### src/rtl/sha256_msg_padder_if.sv
// Byte-in / padded-block-out handshake bundle for the SHA-256 message padder.
interface sha256_msg_padder_if;
  logic         in_valid;
  logic         in_ready;
  logic [7:0]   in_data;
  logic         in_last;
  logic         blk_valid;
  logic         blk_ready;
  logic [511:0] blk_data;
  logic         blk_first;
  logic         blk_last;

  modport master (
    output in_valid, in_data, in_last, blk_ready,
    input  in_ready, blk_valid, blk_data, blk_first, blk_last
  );

  modport slave (
    input  in_valid, in_data, in_last, blk_ready,
    output in_ready, blk_valid, blk_data, blk_first, blk_last
  );
endinterface

### src/rtl/sha256_msg_padder.sv
// Packs a byte stream into FIPS 180-4 padded 512-bit blocks; the block buffer
// doubles as the output register so a presented block costs no extra storage.
module sha256_msg_padder #(
  parameter int LEN_W = 32
) (
  input  logic               clock,
  input  logic               reset,
  sha256_msg_padder_if.slave bus
);
  typedef enum logic {FILL, OUT} state_e;

  state_e           state_q, state_d;
  logic [511:0]     buf_q, buf_d;
  logic [5:0]       idx_q, idx_d;
  logic [LEN_W-1:0] cnt_q, cnt_d;
  logic             first_q, first_d;
  logic             pend_q, pend_d;
  logic             x80_q, x80_d;
  logic             bfirst_q, bfirst_d;
  logic             blast_q, blast_d;

  logic [LEN_W-1:0] cnt_inc;
  logic [63:0]      bitlen_in, bitlen_cur;
  logic [5:0]       nxt_idx;
  logic [8:0]       wr_lsb, pad_lsb;
  logic             in_fire;

  assign cnt_inc    = cnt_q + 1'b1;
  assign bitlen_in  = 64'(cnt_inc) << 3;
  assign bitlen_cur = 64'(cnt_q) << 3;
  assign nxt_idx    = idx_q + 6'd1;
  // Slot k lives at bits [511-8k -: 8]; for a 6-bit k, 63-k is just ~k.
  assign wr_lsb     = {~idx_q, 3'b000};
  assign pad_lsb    = {~nxt_idx, 3'b000};
  assign in_fire    = bus.in_valid && (state_q == FILL);

  assign bus.in_ready  = (state_q == FILL) && reset;
  assign bus.blk_valid = (state_q == OUT);
  assign bus.blk_data  = buf_q;
  assign bus.blk_first = bfirst_q;
  assign bus.blk_last  = blast_q;

  always_comb begin
    state_d  = state_q;
    buf_d    = buf_q;
    idx_d    = idx_q;
    cnt_d    = cnt_q;
    first_d  = first_q;
    pend_d   = pend_q;
    x80_d    = x80_q;
    bfirst_d = bfirst_q;
    blast_d  = blast_q;
    case (state_q)
      FILL: begin
        if (in_fire) begin
          buf_d[wr_lsb +: 8] = bus.in_data;
          idx_d = nxt_idx;
          cnt_d = cnt_inc;
          if (bus.in_last) begin
            state_d  = OUT;
            bfirst_d = first_q;
            if (idx_q != 6'd63) buf_d[pad_lsb +: 8] = 8'h80;
            if (idx_q <= 6'd54) begin
              buf_d[63:0] = bitlen_in;
              blast_d     = 1'b1;
            end else begin
              // Length field does not fit: it goes into a trailing extra block.
              blast_d = 1'b0;
              pend_d  = 1'b1;
              x80_d   = (idx_q == 6'd63);
            end
          end else if (idx_q == 6'd63) begin
            state_d  = OUT;
            bfirst_d = first_q;
            blast_d  = 1'b0;
          end
        end
      end
      OUT: begin
        if (bus.blk_ready) begin
          first_d = 1'b0;
          if (pend_q) begin
            buf_d    = {(x80_q ? 8'h80 : 8'h00), 440'd0, bitlen_cur};
            blast_d  = 1'b1;
            bfirst_d = 1'b0;
            pend_d   = 1'b0;
            x80_d    = 1'b0;
          end else begin
            state_d = FILL;
            idx_d   = '0;
            buf_d   = '0;
            if (blast_q) begin
              cnt_d   = '0;
              first_d = 1'b1;
            end
          end
        end
      end
      default: state_d = FILL;
    endcase
  end

  always_ff @(posedge clock) begin
    if (!reset) begin
      state_q  <= FILL;
      buf_q    <= '0;
      idx_q    <= '0;
      cnt_q    <= '0;
      first_q  <= 1'b1;
      pend_q   <= 1'b0;
      x80_q    <= 1'b0;
      bfirst_q <= 1'b0;
      blast_q  <= 1'b0;
    end else begin
      state_q  <= state_d;
      buf_q    <= buf_d;
      idx_q    <= idx_d;
      cnt_q    <= cnt_d;
      first_q  <= first_d;
      pend_q   <= pend_d;
      x80_q    <= x80_d;
      bfirst_q <= bfirst_d;
      blast_q  <= blast_d;
    end
  end
endmodule

### src/flat_wrapper.sv
// flat-port wrapper written by rule: the top's interface ports become plain ports
module sha256_msg_padder_flat 
#(
  parameter int LEN_W = 32
)
  (clock, reset, bus_in_valid, bus_in_data, bus_in_last, bus_blk_ready, bus_in_ready, bus_blk_valid, bus_blk_data, bus_blk_first, bus_blk_last);
  sha256_msg_padder_if bus_i ();
  input  logic clock;
  input  logic reset;
  input wire logic [$bits(bus_i.in_valid)-1:0] bus_in_valid;
  input wire logic [$bits(bus_i.in_data)-1:0] bus_in_data;
  input wire logic [$bits(bus_i.in_last)-1:0] bus_in_last;
  input wire logic [$bits(bus_i.blk_ready)-1:0] bus_blk_ready;
  output wire logic [$bits(bus_i.in_ready)-1:0] bus_in_ready;
  output wire logic [$bits(bus_i.blk_valid)-1:0] bus_blk_valid;
  output wire logic [$bits(bus_i.blk_data)-1:0] bus_blk_data;
  output wire logic [$bits(bus_i.blk_first)-1:0] bus_blk_first;
  output wire logic [$bits(bus_i.blk_last)-1:0] bus_blk_last;
  assign bus_i.in_valid = bus_in_valid;
  assign bus_i.in_data = bus_in_data;
  assign bus_i.in_last = bus_in_last;
  assign bus_i.blk_ready = bus_blk_ready;
  assign bus_in_ready = bus_i.in_ready;
  assign bus_blk_valid = bus_i.blk_valid;
  assign bus_blk_data = bus_i.blk_data;
  assign bus_blk_first = bus_i.blk_first;
  assign bus_blk_last = bus_i.blk_last;
  sha256_msg_padder #(.LEN_W(LEN_W)) u_core (.clock(clock), .reset(reset), .bus(bus_i));
endmodule
### config.mk
export PLATFORM = sky130hd
export DESIGN_NAME = sha256_msg_padder_flat
export DESIGN_NICKNAME = d
export VERILOG_FILES = /design/src/rtl/sha256_msg_padder_if.sv /design/src/rtl/sha256_msg_padder.sv /design/src/flat_wrapper.sv
export SDC_FILE = /design/constraint.sdc
export NUM_CORES = 1
export LEC_CHECK = 0
export CAP_MARGIN = 20
export CORE_MARGIN = 2
export CORE_UTILIZATION = 25
export CTS_BUF_LIST = sky130_fd_sc_hd__clkbuf_8
export DETAILED_ROUTE_END_ITERATION = 16
export HOLD_SLACK_MARGIN = 0.12
export PLACE_DENSITY_LB_ADDON = 0.08
export SETUP_SLACK_MARGIN = 0.1
export SLEW_MARGIN = 20
export SYNTH_ARGS = -nofsm -noshare
export SYNTH_HDL_FRONTEND = slang
export SYNTH_SLANG_ARGS = --single-unit
### constraint.sdc
create_clock -name clock -period 11.2 [get_ports clock]
set_clock_uncertainty 0.1 [all_clocks]
set_input_delay 2.24 -clock clock [delete_from_list [all_inputs] [get_ports clock]]
set_output_delay 2.24 -clock clock [all_outputs]
set_load 0.1 [all_outputs]
Word level (Yosys, flattened, before mapping)
Cells that the tools add are included.
{"block": "op_classes", "add_sub_neg": 4, "magnitude_cmp": 1, "n_eq_ne": 10, "shift": 4, "mux": 49, "bitwise": 3, "n_reduce_logical": 9}
{"operator": "$mux W512", "n": 5}
{"operator": "$bwmux W512", "n": 2}
{"operator": "$pmux W512 S2", "n": 1}
{"operator": "$shift A8 B11 Y512 const A", "n": 2}
{"operator": "$shiftx A8 B11 Y512", "n": 1}
{"operator": "$shiftx A8 B11 Y512 const A", "n": 1}
{"operator": "$mux W32", "n": 4}
{"operator": "$mux W64", "n": 1}
{"operator": "$pmux W32 S2", "n": 1}
{"operator": "$add A32 B1 Y32 const B", "n": 1}
{"operator": "$mux W1", "n": 25}
{"operator": "$neg A9 Y11", "n": 2}
{"operator": "$mux W6", "n": 3}
{"operator": "$ne A2 B2 Y1 const B", "n": 6}
{"operator": "$not A6 Y6", "n": 2}
{"operator": "$pmux W6 S2", "n": 1}
{"operator": "$reduce_and A4 Y1", "n": 3}
{"operator": "$pmux W1 S2", "n": 5}
{"operator": "$mux W8", "n": 1}
{"operator": "$add A6 B1 Y6 const B", "n": 1}
{"operator": "$eq A6 B6 Y1 const B", "n": 1}
{"operator": "$le A6 B6 Y1 const B", "n": 1}
{"operator": "$ne A6 B6 Y1 const B", "n": 1}
{"operator": "$reduce_and A5 Y1", "n": 1}
{"operator": "other kinds (6)", "n": 8}
{"block": "word_totals", "regBits": 556, "inputBits": 13, "output_inout_bits": 516}

Longest topological paths before layout
{"block": "logic_depth", "depth_word": 10, "ltp_mapped": 15}

Worst setup path before layout
Ideal clock, no wire load.
{"block": "synth_timing", "kind": "input -> output", "from": "input reset", "to": "output bus_in_ready", "arrival_ns": 3.573, "required_time_ns": 8.860, "path_slack_ns": 5.287, "path_stages": 2, "path_buffers": 0, "cell_sequence": "inv_2 > nor2_1"}
{"block": "synth_between", "elab_chain_len": 1}
{"element": "start, declared", "line": "flat_wrapper.sv:9", "source": "input logic reset;"}
{"element": "$logic_and A1 B1 Y1", "line": "sha256_msg_padder.sv:37", "source": "assign bus.in_ready = (state_q == FILL) && reset;"}
{"element": "end, declared", "line": "flat_wrapper.sv:14", "source": "output wire logic [$bits(bus_i.in_ready)-1:0] bus_in_ready;"}
No other way between the ends.

Worst setup path after layout
Same ends and word-level chain as after synthesis.

==> results.toml <==
[yosys]
ys.flop_type = "dfxtp_1"
syn_avg_cell_area_um2 = 8.70
yosysSeqAreaShare_pct = 47.3
syn-num-nets = 2727
async_reset_ff_share_pct = 0
synth_cells = 2707
yosysUniqueCellTypes = 95
synth_edf_count = 0
synth_seq_cells = 556
syn_area_um2 = 23500
synth-warning-count = 0

[timing]
holdWs_ps = 353
slew_headroom_pct = 14.4
hold_viol = 0
rsz0062_at_grt = "false"
maxSlewViolCount = 0
finalSetupViolCount = 0
layout_min_cycle_time_ps = 6300
fin_crit_sh_pct = 56.2
setup-tns-final_ps = 0
max_freq_mhz = 159
worst_slew_pin_slew_ps = 1280

[global_routing]
grt_overflow = 0
grt_pass1_wl_um = 185000
grt_pass1_vias = 24800
grt_util_all_layers_pct = 25.8
grt_max_degree = 78
antenna_found_initial = 3

[final_layout]
final_nets = 3241
final_common_cell = "dfxtp_1"
fill_cells = 9771
syn2layout_area_growth_pct = 37.8
drive_above_1_share_pct = 9.37
fin_area_um2 = 32400
final_cell_mix = "555 x dfxtp_1, 525 x clkdlybuf4s50_1, 433 x nand2_1, 214 x nor2_1, 140 x o22ai_1"
final_util_pct = 34.8

[route]
routed_wl_um = 131000
ant_nets = 0
drt-initial-drc-count = 2457
drc = 0
drtPass1Iterations = 6
routed_via_density = 5.51
routed-via-count = 25100
wl_per_cell_um = 28.7

[pwr]
p_per_area_nw_per_um2 = 140
comb_power_share_pct = 9.9
p_sw_share_pct = 28.7
pwr-share-clk_pct = 46.0
switchingPower_w = 0.00130
ir_drop_mv = 0.0731
p_seq_share_pct = 44.1
p_int_w = 0.00323
leakage_nw = 11.0
finalPower_w = 0.00454

[setup_path]
endpoint = "bus_in_ready"
arrival_ps = 3960
timing.critical_path.from = "reset"
rr_endpoint = "u_core.bus.blk_data[362]$_SDFFE_PN0P_"
worstPathMaxFanout = 30
rr_worst_depth = 9
endpoint_kind = "primary output"
cp.required_ps = 8860
critPathKind = "in2out"
reg2reg_from = "u_core.idx_q[1]$_SDFFE_PN0P_"
reg2reg_slack_ps = 5230
start_kind = "input port"

[cts]
clk_pin_slew_worst_paths_ps = 60
post-cts-setup-buffer-count = 0
cts-root-buf = "clkbuf_8"
clock_latency_ps = 750
htreeDepth = 3
cts_resized = 0
cts_sinks = 556
cts_tree = "done"
cts_hold_buf = 0
cts_made_buffers = 103
clk_path_buf_depth = 3

[hold_path]
hp-start = "u_core.bus.blk_data[44]$_SDFFE_PN0P_"
hp-class = "reg2reg"

[flow_run]
maxCapViolations = 0

[run_status]
status = "completed"

[floorplanning]
start_util_pct = 25.2
io_pins = 529
die_w_um = 311
rows = 112
core_area_um2 = 93300
die_y_um = 311
dieArea_um2 = 96700

[placed_design]
dp_hpwl_um = 95000
numPortBuffers = 528
gp_congestion = 0.948
post_dp_cell_area_um2 = 30300
==> critical path, stage by stage <==
cell and delay, ps:
buf_6 270, inv_2 80, nor2_1 160, clkdlybuf4s50_1 1170
==> Yosys cell counts, types with 14 or more instances <==
library cell / count / area, µm²
a21oi_1: 119 / 596
a22o_1: 99 / 867
a22oi_1: 30 / 225
a31oi_1: 25 / 156
a32o_1: 53 / 531
a32oi_1: 19 / 166
and2_1: 17 / 106
and3_1: 38 / 238
buf_1: 14 / 52.6
buf_2: 23 / 115
clkbuf_1: 147 / 552
dfxtp_1: 556 / 11100
inv_1: 17 / 63.8
mux2i_1: 20 / 200
nand2_1: 434 / 1630
nand3_1: 108 / 541
nand4_1: 25 / 156
nor2_1: 218 / 818
nor3_1: 58 / 290
o211ai_1: 14 / 105
o21ai_0: 125 / 626
o21ai_1: 31 / 155
o221ai_1: 31 / 272
o22ai_1: 141 / 882
o2bb2ai_1: 77 / 674
o31ai_1: 14 / 105
xnor2_1: 17 / 149
==> routing by layer <==
metal  vias up  global-route usage (%)  part of all wire, %
met3       318                    6.80                  8.2
met1     12400                    31.9                   41
met4         2                    12.0                  4.9
met2      1204                    42.0                   46
li1      11200                       -                    -
met5         -                       0               0.0092
==> per-stage QoR <==
| stage | instances | worst slack, ps |
|---|---|---|
| final | 4555 | 4900 |
| after CTS | 4553 | 4900 |
| after floorplan | 2707 | 5290 |
| after global routing | 4554 | 4880 |
| after global placement | 4369 | 4860 |
| after detailed placement | 4370 | 4560 |
==> worst min-delay path by stage <==
stage,to,slack [ps],cells after the start
after CTS,u_core.bus.blk_data[35]$_SDFFE_PN0P_,350,2
after floorplan,u_core.first_q$_SDFFE_PN1P_,330,2
final,u_core.bus.blk_data[44]$_SDFFE_PN0P_,350,2
after detailed placement,u_core.bus.blk_data[37]$_SDFFE_PN0P_,340,2
after global routing,u_core.bus.blk_data[37]$_SDFFE_PN0P_,370,2
after global placement,u_core.bus.blk_data[36]$_SDFFE_PN0P_,340,2
==> power groups by stage <==
stage               combinational, W  clock [W]  sequential, W
floorplan                   0.000201          0        0.00209
global placement            0.000440          0        0.00204
detailed placement          0.000443          0        0.00204
CTS                         0.000444    0.00214        0.00200
global route                0.000466    0.00222        0.00200
finish                      0.000449    0.00209        0.00200
==> cell families after synthesis <==
family / synth area share [%]
XOR/XNOR: 1.20
multiplexers: 1.00
flip-flops: 47.3
adder cells (fa/ha/maj): 0.372
buffers and inverters: 3.51
AND/OR/NAND/NOR: 18.2
AO/OA/AOI/OAI: 28.4
==> flip-flops by register name, indices dropped and copies added (netlist names) <==
| register | count |
|---|---|
| u_core.pend_q | 1 |
| u_core.x80_q | 1 |
| u_core.bus.blk_last | 1 |
| u_core.bus.blk_valid | 1 |
| u_core.bus.blk_data | 512 |
| u_core.cnt_q | 32 |
| u_core.bus.blk_first | 1 |
| u_core.first_q | 1 |
| u_core.idx_q | 6 |
==> final cells by class <==
class / instances / area [µm²] / share of cell area [%]
antenna: 2 / 5.00 / 0.0154
clock buffer: 131 / 1800 / 5.56
clock inverter: 52 / 375 / 1.16
inverter: 19 / 71.3 / 0.220
multi-input combinational: 1943 / 11700 / 36.0
sequential: 556 / 11100 / 34.3
tap: 1254 / 1570 / 4.84
timing repair buffer: 598 / 5810 / 17.9
No activity file was read; power rests on OpenSTA's default activity.
